File: src/rtl/mod_updown_counter.sv
// Modulo-N up/down counter with load, tc lookahead and registered wrap pulse; q 1 clock, tc 0 clocks.
// No backpressure. Optional registered Gray output q_gray when MOD_UPDOWN_COUNTER_GRAY_OUT_EN is defined.

module mud_dff #(
  parameter logic RST_VAL = 1'b0
) (
  input  logic clock,
  input  logic reset,
  input  logic d,
  output logic q
);
  always_ff @(posedge clock or posedge reset) begin
    if (reset) q <= RST_VAL;
    else       q <= d;
  end
endmodule

module mud_tff #(
  parameter logic RST_VAL = 1'b0
) (
  input  logic clock,
  input  logic reset,
  input  logic t,
  output logic q
);
  always_ff @(posedge clock or posedge reset) begin
    if (reset)  q <= RST_VAL;
    else if (t) q <= ~q;
  end
endmodule

module mod_updown_counter #(
  parameter int WIDTH       = 4,
  parameter int MODULUS     = 10,
  parameter int INIT        = 0,
  parameter     REALIZATION = "d-type"
) (
  input  logic             clock,
  input  logic             reset,
  input  logic             en,
  input  logic             up,
  input  logic             load,
  input  logic [WIDTH-1:0] load_val,
  output logic [WIDTH-1:0] q,
  output logic             tc,
  output logic             wrap
`ifdef MOD_UPDOWN_COUNTER_GRAY_OUT_EN
  ,
  output logic [WIDTH-1:0] q_gray
`endif
);

  localparam logic [WIDTH-1:0] TOP    = WIDTH'(MODULUS - 1);
  localparam logic [WIDTH-1:0] INIT_V = WIDTH'(INIT);
  localparam logic [WIDTH:0]   MOD_X  = (WIDTH+1)'(MODULUS);
  localparam bit               USE_T  = (REALIZATION == "t-type");

  logic [WIDTH-1:0] q_next;
  logic             wrap_next;
  logic             at_top;
  logic             at_zero;

  assign at_top  = (q == TOP);
  assign at_zero = (q == '0);

  // Wrap is decided by comparison against the modulus ends, not by carry out.
  always @* begin
    q_next    = q;
    wrap_next = 1'b0;
    if (load) begin
      q_next = ({1'b0, load_val} >= MOD_X) ? TOP : load_val;
    end else if (en) begin
      if (up) begin
        if (at_top) begin
          q_next    = '0;
          wrap_next = 1'b1;
        end else begin
          q_next = q + WIDTH'(1);
        end
      end else begin
        if (at_zero) begin
          q_next    = TOP;
          wrap_next = 1'b1;
        end else begin
          q_next = q - WIDTH'(1);
        end
      end
    end
  end

  assign tc = en & ~load & (up ? at_top : at_zero);

  // Unknown REALIZATION strings fall back to D flops.
  for (genvar i = 0; i < WIDTH; i++) begin : g_bit
    if (USE_T) begin : g_t
      mud_tff #(.RST_VAL(INIT_V[i])) u_ff (
        .clock (clock),
        .reset (reset),
        .t     (q[i] ^ q_next[i]),
        .q     (q[i])
      );
    end else begin : g_d
      mud_dff #(.RST_VAL(INIT_V[i])) u_ff (
        .clock (clock),
        .reset (reset),
        .d     (q_next[i]),
        .q     (q[i])
      );
    end
  end

  always_ff @(posedge clock or posedge reset) begin
    if (reset) wrap <= 1'b0;
    else       wrap <= wrap_next;
  end

`ifdef MOD_UPDOWN_COUNTER_GRAY_OUT_EN
  // Encoded from q_next so the Gray value lands on the same edge as q.
  always_ff @(posedge clock or posedge reset) begin
    if (reset) q_gray <= INIT_V ^ (INIT_V >> 1);
    else       q_gray <= q_next ^ (q_next >> 1);
  end
`endif

endmodule

File: config.mk
export PLATFORM = sky130hd
export DESIGN_NAME = mod_updown_counter
export DESIGN_NICKNAME = d
export VERILOG_FILES = /design/src/rtl/mod_updown_counter.sv
export SDC_FILE = /design/constraint.sdc
export NUM_CORES = 1
export LEC_CHECK = 0
export CAP_MARGIN = 20
export CORE_MARGIN = 2
export CORE_UTILIZATION = 25
export CTS_CLUSTER_SIZE = 20
export DETAILED_ROUTE_END_ITERATION = 10
export PLACE_DENSITY_LB_ADDON = 0.05
export SLEW_MARGIN = 20
export SYNTH_ARGS = -nofsm -noshare
export SYNTH_HDL_FRONTEND = slang
export SYNTH_SLANG_ARGS = --single-unit
export TNS_END_PERCENT = 100
File: constraint.sdc
create_clock -name clock -period 4.1 [get_ports clock]
set_input_delay 1.025 -clock clock [delete_from_list [all_inputs] [get_ports clock]]
set_output_delay 1.025 -clock clock [all_outputs]
set_load 0.005 [all_outputs]
# Word level (Yosys, flattened, before mapping)
# Index checks and enable logic that the tools add are counted.
# W data, S select, Z words.
[word_totals]
input_bits = 9
out_inout_bits = 6
regBits = 5
elab_cells = 26
[op_classes]
n_lt_le_gt_ge = 1
reduce_logical = 2
eq_ne = 1
bitwise = 3
n_mux = 12
add_sub_neg = 2
[op_table]
columns = ["op", "n"]
rows = [
  ["$mux W4", 6],
  ["$mux W1", 6],
  ["$add A4 B1 Y4 const B", 1],
  ["$eq A4 B4 Y1 const B", 1],
  ["$ge A4 B4 Y1 const B", 1],
  ["$logic_not A4 Y1", 1],
  ["$sub A4 B1 Y4 const B", 1],
  ["$and A1 B1 Y1", 2],
  ["$reduce_bool A2 Y1", 1],
  ["$not A1 Y1", 1],
]

# Logic depth before layout (Yosys ltp)
[depth]
depth_word = 5
mapped_depth = 4
ltp_nobuf = 3

# Cells and area by module
# Synthesis repeated with hierarchy kept, for this count alone.
[unflattened]
cells_unflattened = 59
hier_area_um2 = 467.9
[by_module_without_submodules]
columns = ["module", "seq_area_each_um2", "area_each_um2", "cells_per_inst", "instances"]
rows = [
  ["mod_updown_counter", 25.0, 352.8, 51, 1],
  ["mud_dff", 25.0, 28.8, 2, 4],
]

# Worst setup path before layout
# Ideal clock, no wire load.
[synth_path]
path_type = "input-to-output"
startpoint = "input port up"
endpoint = "output port tc"
t_required_ns = 3.075
arrival_ns = 1.596
cell_stages = 3
path_buffers = 0
setup_slack_ns = 1.479
path_cell_list = "or2_1 o21ai_0 and4_1"
[synth_between]
elab_chain_len = 2
[synth_lines]
columns = ["item", "line", "source"]
rows = [
  ["start, declared", "41", "input logic up,"],
  ["$mux W1", "91", "assign tc = en & ~load & (up ? at_top : at_zero);"],
  ["$and A1 B1 Y1", "91", ""],
  ["end, declared", "45", "output logic tc,"],
]
# No other way between the ends.

# Worst setup path after layout
# Same ends and word-level chain as after synthesis.

==> summary.txt <==
CTS tree: done
FP Rows: 14
Iter 0 DRT Violations: 5
largest net degree at the start of global routing: 13
nets: 72
via count of the first global-routing pass: 395
Ys Warns: 0
Startpoint Class: input port
Util after Layout: 37.27%
GRT overflow: 0
Inserted Clock Buffers: 3
final count of hold timing violations: 0
LEAKAGE: 0.2314 nW
Seq cells post-synth: 5
Worst Setup SP: up
synthesis-to-finish area growth: 36.75%
Post-synth EDFFs: 0
layout cell share with drive strength beyond 1: 9.677%
worst-margin pin slew: 0.3304 ns
Tot Pwr: 0.1871 mW
Max Cap Violations: 0
Port-buffer cells: 14
vias per cell: 5.397
net count after synthesis: 58
CTS resizes: 0
pwr/cell area: 329.4 mW/mm2
top cells by count, synth: 5 x dfrtp_1, 5 x inv_1, 5 x nand3_1
number of I/O pins: 15
period utilisation layout: 90.83%
Worst EP required: 3.07 ns
vias post-DR: 421
Die Y: 44.76 um
crit-path max FO: 7
worst skew pair latency: 0.25 ns
Clock Skew: 0.006633 ns
flop2flop setup slack: 2.48 ns
# DRC: 0
kind of critical path: input port to primary output
unrepaired setup endpoints after global routing: no
drt first pass iters: 4
Worst Hold Class: flip-flop to flip-flop
syn_area_per_cell: 8.478 um2
Synth Flop Type: dfrtp_1
first-pass GRT wire length: 1.731 mm
CTS Buffer Depth: 2
hold_sp: g_bit[2].g_d.u_ff.q
mapped cell area: 415.4 um2
Worst IR Drop VDD: 103.1 uV
max frequency: 268.5 MHz
Yosys cell types: 25
Die X: 44.76 um
RePlAce Congestion: 0.7368
setup violators final: 0
starting density of the core: 27.26%
Core ar.: 0.001524 mm2
drt wl/cell: 12.73 um
status: finished clean
CP endpoint kind: primary output
Inserted Diodes: 0
post-route ant nets: 0
number of antenna violations at the first check in global routing: 0
H-tree depth: 1
min cycle time layout: 3.724 ns
Root Buffer: clkbuf_4
Syn Inst Count: 49
reg2reg end: g_bit[2].g_d.u_ff.q
Final Max Tran Viols: 0
Worst-path clk slew: 0.05 ns
Die ar.: 0.002003 mm2
Worst R2R Start: g_bit[0].g_d.u_ff.q
Critical Path AT: 2.70 ns
Post-Route Setup TNS: 0 ns
CTS sink count: 5
Post-CTS Hold Buffers: 0
area share of the largest cell type after synthesis: 30.12%
Slew HR: 77.97%
Yosys top cell by area: dfrtp_1
share of synthesized registers carrying an async set or reset: 100.0%
final wirelength: 993 um
postcts setup bufs: 0
worst setup path endpoint: tc
GRT Resource Usage Total: 12.43%
sequential share of the synthesized area: 30.12%
Worst R2R Path Depth: 3
largest cells by area after synthesis: dfrtp_1 30%, buf_4 7.2%, o2111ai_1 6.3%, nand3_1 6.0%, a2111o_1 5.4%
critical path, stage by stage:
cell and delay [ns]:
clkdlybuf4s50_1 0.52, or2_1 0.27, o21ai_0 0.18, and4_1 0.21
clkdlybuf4s50_1 0.49
cells by family after synthesis:
family	synth area share, %
AO/OA/AOI/OAI	21.99
XOR/XNOR	6.326
buffers and inverters	16.27
flip-flops	30.12
AND/OR/NAND/NOR	25.31
where the power goes:
group | internal (mW) | total [mW] | switching, mW
registers | 0.0562 | 0.0719 | 0.0158
clock network | 0.0369 | 0.0584 | 0.0215
logic | 0.0347 | 0.0568 | 0.0221
registers in the layout, summed over array words and instances, names as in the netlist:
signal            count
g_bit.g_d.u_ff.q      4
wrap                  1
metal layers:
layer	global-route usage, %	vias to the layer above	routed length, um	share of wire, %
met5	0	-	0	0
met4	11.52	0	27	2.7
met3	1.600	4	75	7.6
met2	17.68	20	451	45
met1	16.09	193	438	44
li1	-	204	-	-
worst min-delay path by stage:
stage / endpoint / slack, ns / depth (start not counted)
3_5_place_dp: g_bit[2].g_d.u_ff.q / 0.74 / 2
6_report: g_bit[2].g_d.u_ff.q / 0.73 / 2
5_1_grt: g_bit[2].g_d.u_ff.q / 0.76 / 2
2_1_floorplan: g_bit[2].g_d.u_ff.q / 0.60 / 2
3_3_place_gp: g_bit[2].g_d.u_ff.q / 0.73 / 2
4_1_cts: g_bit[2].g_d.u_ff.q / 0.75 / 2
stage by stage:
stage	cell area, um2	hold WS, ns	cells	worst slack [ns]
global route	568.0	0.7564	78	0.2553
detailed placement	541.8	0.7447	74	0.3897
finish	568.0	0.7317	78	0.3759
floorplan	415.4	0.6043	49	1.479
global placement	541.8	0.7317	74	0.4131
CTS	568.0	0.7465	78	0.3830
cell usage in the layout (no fill, tap or decap):
cell type / netlist / layout
inv_1: 5 / 5
nor3_1: 1 / 1
o21ai_0: 3 / 3
or4b_1: 1 / 1
and3_1: 1 / 1
buf_4: 4 / 2
nand3_1: 5 / 5
clkbuf_4: 0 / 3
xor2_1: 1 / 1
dfrtp_1: 5 / 5
a211o_1: 1 / 1
and4_1: 2 / 2
nor2_1: 2 / 2
a21oi_1: 1 / 1
or2_1: 1 / 1
clkbuf_1: 2 / 1
o2111ai_1: 3 / 3
nor2b_1: 1 / 1
clkdlybuf4s50_1: 0 / 14
xnor2_1: 2 / 2
a31oi_1: 1 / 1
o21a_1: 1 / 1
a2111o_1: 2 / 2
and3_2: 1 / 1
nor4_1: 1 / 1
nor3b_1: 1 / 1
final cells by class:
class,instances,area [um2]
Clock buffer,4,26.28
Timing Repair Buffer,16,155.1
Inverter,5,18.77
Fill cell,165,955.9
Sequential cell,5,125.1
Multi-Input combinational cell,32,222.7
Tap cell,16,20.02
(Power assumes the default switching activity.)
